--- config.mk ---
export PLATFORM = sky130hd
export DESIGN_NAME = reset_sequencer
export DESIGN_NICKNAME = d
export VERILOG_FILES = /design/src/rtl/reset_sequencer.sv
export SDC_FILE = /design/constraint.sdc
export NUM_CORES = 1
export LEC_CHECK = 0
export CORE_MARGIN = 1.5
export CORE_UTILIZATION = 58
export DETAILED_ROUTE_END_ITERATION = 16
export GPL_TIMING_DRIVEN = 1
export PLACE_DENSITY = 0.92
export SLEW_MARGIN = 10
export SYNTH_ARGS = -nofsm -noshare
export SYNTH_HDL_FRONTEND = slang
export SYNTH_SLANG_ARGS = --single-unit
export TNS_END_PERCENT = 5
--- constraint.sdc ---
create_clock -name clk -period 3.9 [get_ports clk]
set_input_delay 0.78 -clock clk [delete_from_list [all_inputs] [get_ports clk]]
set_output_delay 0.78 -clock clk [all_outputs]
set_load 0.03 [all_outputs]
--- src/rtl/reset_sequencer.sv ---
// Central reset sequencer: asserts all stage resets on hard reset, then releases
// them one by one in index order, gated by a hold time and the previous stage's ack.
module reset_sequencer #(
    parameter int NUM_STAGES     = 4,
    parameter int SYNC_DEPTH     = 2,
    parameter int HOLD_CYCLES    = 8,
    parameter int TIMEOUT_CYCLES = 32
) (
    input  logic                  clk,
    input  logic                  reset,
    input  logic                  sw_rst_req_i,
    input  logic [NUM_STAGES-1:0] stage_ack_i,
    output logic [NUM_STAGES-1:0] rst_o,
    output logic                  all_released_o,
    output logic                  sw_rst_ack_o,
    output logic                  err_o,
    output logic [3:0]            err_stage_o
);

    localparam int              CNT_W      = $clog2(TIMEOUT_CYCLES);
    localparam logic [CNT_W-1:0] HOLD_LAST = CNT_W'(HOLD_CYCLES - 1);
    localparam logic [CNT_W-1:0] TO_LAST   = CNT_W'(TIMEOUT_CYCLES - 1);
    localparam logic [3:0]      LAST_STAGE = 4'(NUM_STAGES - 1);

    typedef enum logic [1:0] {
        ST_ASSERT  = 2'd0,
        ST_RELEASE = 2'd1,
        ST_RUN     = 2'd2
    } state_t;

    state_t                  r_state;
    logic [SYNC_DEPTH-1:0]   r_sync;
    logic [CNT_W-1:0]        r_cnt;
    logic [3:0]              r_k;
    logic [NUM_STAGES-1:0]   r_rst;
    logic                    r_all_rel;
    logic                    r_sw_ack;
    logic                    r_err;
    logic [3:0]              r_err_stage;

    state_t                  w_state_nxt;
    logic [CNT_W-1:0]        w_cnt_nxt;
    logic [3:0]              w_k_nxt;
    logic [NUM_STAGES-1:0]   w_rst_nxt;
    logic                    w_all_rel_nxt;
    logic                    w_sw_ack_nxt;
    logic                    w_err_nxt;
    logic [3:0]              w_err_stage_nxt;

    logic                    w_rst_sync;
    logic [15:0]             w_ack_ext;
    logic                    w_ack_k;
    logic                    w_hold_done;
    logic                    w_at_timeout;
    logic                    w_advance;
    logic                    w_timeout;
    logic [3:0]              w_k_inc;
    logic [NUM_STAGES-1:0]   w_next_bit;

    // Deassertion synchronizer; not touched by software reset so ASSERT counts at once.
    always_ff @(posedge clk or posedge reset) begin
        if (reset) begin
            r_sync <= '0;
        end else begin
            r_sync <= {r_sync[SYNC_DEPTH-2:0], 1'b1};
        end
    end

    assign w_rst_sync   = r_sync[SYNC_DEPTH-1];
    assign w_ack_ext    = 16'(stage_ack_i);
    assign w_ack_k      = w_ack_ext[r_k];
    assign w_hold_done  = (r_cnt >= HOLD_LAST);
    assign w_at_timeout = (r_cnt == TO_LAST);
    assign w_k_inc      = r_k + 4'd1;

    always_comb begin
        w_next_bit = '0;
        for (int i = 0; i < NUM_STAGES; i++) begin
            w_next_bit[i] = (4'(i) == w_k_inc);
        end
    end

    always_ff @(posedge clk or posedge reset) begin
        if (reset) begin
            r_state     <= ST_ASSERT;
            r_cnt       <= '0;
            r_k         <= '0;
            r_rst       <= '1;
            r_all_rel   <= 1'b0;
            r_sw_ack    <= 1'b0;
            r_err       <= 1'b0;
            r_err_stage <= '0;
        end else begin
            r_state     <= w_state_nxt;
            r_cnt       <= w_cnt_nxt;
            r_k         <= w_k_nxt;
            r_rst       <= w_rst_nxt;
            r_all_rel   <= w_all_rel_nxt;
            r_sw_ack    <= w_sw_ack_nxt;
            r_err       <= w_err_nxt;
            r_err_stage <= w_err_stage_nxt;
        end
    end

    always_comb begin
        w_state_nxt     = r_state;
        w_cnt_nxt       = r_cnt;
        w_k_nxt         = r_k;
        w_rst_nxt       = r_rst;
        w_all_rel_nxt   = r_all_rel;
        w_sw_ack_nxt    = 1'b0;
        w_err_nxt       = r_err;
        w_err_stage_nxt = r_err_stage;
        w_advance       = 1'b0;
        w_timeout       = 1'b0;

        unique case (r_state)
            ST_ASSERT: begin
                w_rst_nxt = '1;
                if (w_rst_sync) begin
                    if (r_cnt == HOLD_LAST) begin
                        w_rst_nxt[0] = 1'b0;
                        w_k_nxt      = '0;
                        w_cnt_nxt    = '0;
                        w_state_nxt  = ST_RELEASE;
                    end else begin
                        w_cnt_nxt = r_cnt + 1'b1;
                    end
                end
            end

            ST_RELEASE: begin
                // An early ack is held off until the hold time has elapsed.
                if (w_hold_done && w_ack_k) begin
                    w_advance = 1'b1;
                end else if (w_at_timeout) begin
                    w_advance = 1'b1;
                    w_timeout = 1'b1;
                end

                if (w_timeout) begin
                    w_err_nxt = 1'b1;
                    if (!r_err) begin
                        w_err_stage_nxt = r_k;
                    end
                end

                if (w_advance) begin
                    w_cnt_nxt = '0;
                    if (r_k == LAST_STAGE) begin
                        w_state_nxt   = ST_RUN;
                        w_all_rel_nxt = 1'b1;
                    end else begin
                        w_k_nxt   = w_k_inc;
                        w_rst_nxt = r_rst & ~w_next_bit;
                    end
                end else begin
                    w_cnt_nxt = r_cnt + 1'b1;
                end
            end

            ST_RUN: begin
                w_rst_nxt     = '0;
                w_all_rel_nxt = 1'b1;
                if (sw_rst_req_i) begin
                    w_rst_nxt     = '1;
                    w_all_rel_nxt = 1'b0;
                    w_sw_ack_nxt  = 1'b1;
                    w_cnt_nxt     = '0;
                    w_k_nxt       = '0;
                    w_state_nxt   = ST_ASSERT;
                end
            end

            default: begin
                w_state_nxt = ST_ASSERT;
            end
        endcase
    end

    assign rst_o          = r_rst;
    assign all_released_o = r_all_rel;
    assign sw_rst_ack_o   = r_sw_ack;
    assign err_o          = r_err;
    assign err_stage_o    = r_err_stage;

endmodule
== Yosys cells after proc, flatten, opt, wreduce, memory -nomap -nowiden ==
Cells that the tools add are included.

* Register bits: 24
* Input bits: 7
* Logic and storage cells: 78

* $add $sub $neg: 2
* Magnitude comparators: 2
* Equality and inequality tests: 14
* Mux-type cells: 36
* Bitwise logic cells: 3
* Reductions and logical operators: 12

{| class="wikitable"
|+ Operator list
! kind !! count
|-
| two-way mux 4 bit || 8
|-
| case mux 4 bit (3 select lines) || 2
|-
| two-way mux 5 bit || 4
|-
| case mux 5 bit (3 select lines) || 1
|-
| two-way mux 1 bit || 13
|-
| != test 2 bit (second input constant) || 6
|-
| AND reduction 3 bit || 4
|-
| two-way mux 2 bit || 5
|-
| equality test 2 x 4 -> 1 bit (first input constant) || 2
|-
| case mux 2 bit (3 select lines) || 1
|-
| AND reduction 6 bit || 1
|-
| adder 5 x 1 -> 5 bit (second input constant) || 1
|-
| equality test 5 x 3 -> 1 bit (second input constant) || 1
|-
| equality test 5 bit (second input constant) || 1
|-
| greater-or-equal comparator 5 x 3 -> 1 bit (second input constant) || 1
|-
| less-than comparator 4 x 5 -> 1 bit (second input constant) || 1
|-
| AND reduction 5 bit || 1
|-
| adder 4 x 1 -> 4 bit (second input constant) || 1
|-
| AND 4 bit || 1
|-
| binary-select mux 1 bit (select 4 bit) || 1
|-
| equality test 1 x 4 -> 1 bit (first input constant) || 1
|-
| equality test 4 x 2 -> 1 bit (second input constant) || 1
|-
| logical NOT 4 bit || 1
|-
| inverter 4 bit || 1
|-
| other kinds (9) || 9
|}

== Longest topological paths before layout ==
* Word-level depth: 7
* Depth in mapped cells: 8
* Depth with buffers taken out: 7

== Least setup slack after synthesis ==
OpenSTA, ideal clock, no wires.

* Path type: input to register
* From: input stage_ack_i[3]
* To: register r_err_stage[0] (netlist: err_stage_o[0])
* Setup time: 125 ps
* Arrival: 2040 ps
* Path slack: 1735 ps
* Stages: 5
* Path through: mux4_2 -> o211ai_2 -> nand3_1 -> nor2_1 -> mux2_2

* Word-level cells in the longest chain between the ends: 6

{| class="wikitable"
|+ RTL lines
! what !! RTL line !! source
|-
| from (decl) || 12 || <nowiki>input logic [NUM_STAGES-1:0] stage_ack_i,</nowiki>
|-
| binary-select mux 1 bit (select 4 bit) || 71 || <nowiki>assign w_ack_k = w_ack_ext[r_k];</nowiki>
|-
| two-way mux 1 bit (not written as such) || 71 ||
|-
| logical AND 1 bit || 134 || <nowiki>if (w_hold_done && w_ack_k) begin</nowiki>
|-
| two-way mux 1 bit || 134 ||
|-
| two-way mux 1 bit || 117 || <nowiki>unique case (r_state)</nowiki>
|-
| AND reduction 3 bit (no line) || -- ||
|-
| to (signal assigned) || 101 || <nowiki>r_err_stage <= w_err_stage_nxt;</nowiki>
|-
| to (decl) || 39 || <nowiki>logic [3:0] r_err_stage;</nowiki>
|}

No other way between the ends. The select of a mux whose other input is x is not followed.
A chain may end at the register's enable or synchronous reset.

== Worst setup path in the final report ==
* From: input stage_ack_i[3]
* To: register r_err_stage[3] (netlist: err_stage_o[3])

The elaborated chain is that of the path after synthesis.

==> summary by stage <==
Timing
The final worst-path cycle share is 63.7%. Hold is met by 372 ps. The time the worst path needs with I/O delays and setup is 2480 ps. Measured against its own limit, the worst slew margin works out to 41.8%.

Clock skew on the completed layout was measured at 10.4 ps. Setup repair after global routing left no endpoint under its margin. The total count of hold-check failures in the final report is 0. At the pin with the least slew margin, the transition time is 872 ps.

Derived from the worst setup path, the maximum achievable clock frequency is 402 MHz. Setup violations remaining at the end of the flow were counted as 0. Setup total negative slack on the finished layout was measured at 0 ps. The final-report max-slew violation count is 0.

Final layout
The sequential cell area in the final layout is 606 um^2. The layout has 168 filler cells. Leaving out fill and tap cells, the most frequent cells in the layout are sky130_fd_sc_hd__dfrtp_1, sky130_fd_sc_hd__clkdlybuf4s50_1, sky130_fd_sc_hd__nand2_1, sky130_fd_sc_hd__ha_1.

Cells with a size suffix above 1 make up 16.9% of the layout. Relative to the synthesized area, the layout overhead comes to 17.4%. The number of nets in the finished design is 167. The footprint of the multi-input gates is 713 um^2. The repair_antennas step left the layout with diodes totalling 0. The most common cell after layout, fill and taps aside is sky130_fd_sc_hd__dfrtp_1.

Power and ir drop
The power per cell area is 791 nW/um^2. In this run the static leakage power is 0.737 nW. Power comes to 1.27 mW. The worst voltage drop across the vdd grid is 0.000598 V.

Clock network
The number of buffers on the longest clock path is 2. CTS saw 24 sinks. The number of hold buffers added after cts is 0.

The total number of H-tree levels is 1. Gates resized during post-CTS repair numbered 0. The tree is rooted in a sky130_fd_sc_hd__clkbuf_4. TritonCTS built the clock tree.

The number of buffers created by CTS is 3. At the later pin of the worst-skew pair, clock insertion delay measures 320 ps. The clock-pin transition on the worst setup and hold timing paths is 140 ps. The post-CTS repair timing setup buffer count is 0.

Global routing
For this run the aggregate overflow at the end of global routing stands at 0. The via count of the first global-routing pass is 1110. The maximum number of pins on one net before global-route repair is 25.

The global-route wire length before repair is 5000 um. The number of antenna violations at the first check in global routing is 0. The combined global-route utilization of all metal layers is 25.3%.

Detailed routing
After detailed routing, the average wire length per cell comes to 16.7 um. After detailed routing, the number of remaining DRC violations is 0. Dividing the detail-routed via count by the number of cells gives 6.21.

The initial detailed-routing violation count is 31. The antenna violation net count after detailed routing is 0. The total wirelength of the detailed-routed design is 2930 um.

The first-pass detailed-route iteration total is 4. The number of vias in the routed layout is 1093.

Worst setup path
The worst setup path is launched from a primary input. The largest fanout of any net on the critical path is 4. Among cell families on the critical path, the largest total delay comes from multiplexers.

By startpoint and endpoint, the worst setup path is classified as in -> reg. The signal on the critical path passes through clkdlybuf4s50_1 > mux4_2 > o211ai_2 > nand3_1 > nor2_1 > mux2_2. The kind of end point of the critical path is a flip-flop. Data arrives at the worst endpoint at 2700 ps.

The number of buffers and inverters on the critical path is 1. For the worst flop-to-flop path, the logic depth is 7. The critical path crosses 6 cells after its start point. At the worst endpoint, the required time is 4120 ps. Setup slack on the worst reg-to-reg path comes out at 1430 ps. The slowest stage of the critical path belongs to the cell sky130_fd_sc_hd__mux4_2. In this design, the stage delay of the slowest critical-path cell is 530 ps.

Yosys
In this run the cell area of the synthesized design comes to 1370 um^2. The leading register cell type out of synthesis is sky130_fd_sc_hd__dfrtp_1. After synthesis the netlist holds a flip-flop and latch count of 24.

The synthesized area divided by synthesized cell count is 10.5 um^2. By area the synthesized netlist is led by sky130_fd_sc_hd__dfrtp_1, sky130_fd_sc_hd__ha_1, sky130_fd_sc_hd__dfstp_2. The most area-hungry cell type in the Yosys netlist is sky130_fd_sc_hd__dfrtp_1. The synthesized netlist cell count is 130. The sequential-to-total area share from yosys stat is 44.2%. In this run, distinct cell masters in the synthesized netlist total 42. The number of warning messages in the yosys log is 0. The fraction of registers with async set/reset is 100%. Counting flops with a built-in enable in the synthesized netlist gives 0. The synthesized design devotes to its leading area cell type 36.6% of total area.

When the netlist entered floorplanning its net count stood at 148.

Placed design
Summed over all nets, the half-perimeter wirelength after detailed placement is 2100 um. During placement, the flow inserted port buffers numbering 17. The placer's final routability congestion estimate is 0.825.

Floorplanning
The floorplan step set the die height to 51.6 um. The core region is 2210 um^2. The die width is 51.6 um. The number of core rows is 17. The floorplan die area is 2660 um^2. For this configuration, the core starts out at a cell density of 61.9%.

The top-level I/O count is 18.

Min path
The class of the worst hold path is reg -> reg. The worst hold path passes through 0 cells.

Job
The tool flagged a number of max-cap violations equal to 0.

Status
The flow ran to the end, and the final reports show no timing, DRC or antenna violations.
[metrics by stage]
| step | setup WS [ps] | std cells | util (%) | area, um^2 |
|---|---|---|---|---|
| after floorplan | 1740 | 130 | - | 1370 |
| after global placement | 1240 | 172 | 70.2 | 1550 |
| after detailed placement | 1120 | 172 | 70.2 | 1550 |
| after CTS | 1470 | 176 | 72.6 | 1610 |
| after global routing | 1330 | 176 | 72.6 | 1610 |
| final | 1420 | 176 | 72.6 | 1610 |
[worst register-to-register path, delay by kind of cell (launching register included)]
family                   cells  cell delay (ps)
AND/OR/NAND/NOR              2              780
AO/OA/AOI/OAI                3              570
adder cells (fa/ha/maj)      1              510
flip-flops                   1              440
buffers and inverters        1               90
[flip-flops by register name (all words and copies together), names as in the netlist]
register / count
r_cnt: 5
err_stage_o: 4
r_k: 4
rst_o: 4
r_state: 2
r_sync: 2
all_released_o: 1
err_o: 1
sw_rst_ack_o: 1
[worst paths after layout]
check,start,to
setup / recovery,stage_ack_i[3],err_stage_o[3]
hold / removal,r_sync[0],r_sync[1]
setup reg to reg,r_state[1],r_k[2]
hold reg to reg,r_sync[0],r_sync[1]
min in group asynchronous,reset,r_cnt[2]
max in group asynchronous,reset,r_k[1]
[metal layers]
metal | track usage, % | vias up | share of wire [%]
met5 | 0 | - | 0
li1 | - | 503 | -
met1 | 31.2 | 545 | 44
met2 | 43.8 | 34 | 50
met4 | 12.3 | 0 | 3.1
met3 | 2.87 | 11 | 3.0
[final cells by class]
cell class	instances	area share [%]
Sequential cell	24	37.7
Clock buffer	3	1.40
Timing Repair Buffer	17	10.6
Multi-Input combinational cell	95	44.4
Tap cell	28	2.18
Clock inverter	1	1.87
Inverter	8	1.87
[cells by family after synthesis]
family          Yosys count  synth area share, %
buf+inv                  11                 3.66
other cells               1                0.274
flops                    24                 44.2
simple gates             38                 15.2
compound gates           37                 19.3
fa+ha+maj                11                 10.1
mux                       8                 7.31
[power by group]
group / switching [mW] / total [mW] / leakage [nW] / internal, mW
sequential: 0.0881 / 0.428 / 0.303 / 0.340
combinational: 0.373 / 0.662 / 0.407 / 0.289
clock: 0.0774 / 0.181 / 0.0279 / 0.104
total: 0.539 / 1.27 / 0.737 / 0.733
[Yosys cell counts, types with 3 or more instances]
library cell               instances
sky130_fd_sc_hd__ha_1             11
sky130_fd_sc_hd__a21oi_1           6
sky130_fd_sc_hd__dfstp_2           4
sky130_fd_sc_hd__nand3_1           5
sky130_fd_sc_hd__nand2_1          12
sky130_fd_sc_hd__mux2_2            6
sky130_fd_sc_hd__inv_1             8
sky130_fd_sc_hd__nor2_1            3
sky130_fd_sc_hd__o21ai_0           8
sky130_fd_sc_hd__a211o_1           4
sky130_fd_sc_hd__o211ai_1          3
sky130_fd_sc_hd__dfrtp_1          20
Note: power is estimated with default switching activity, not from simulation.
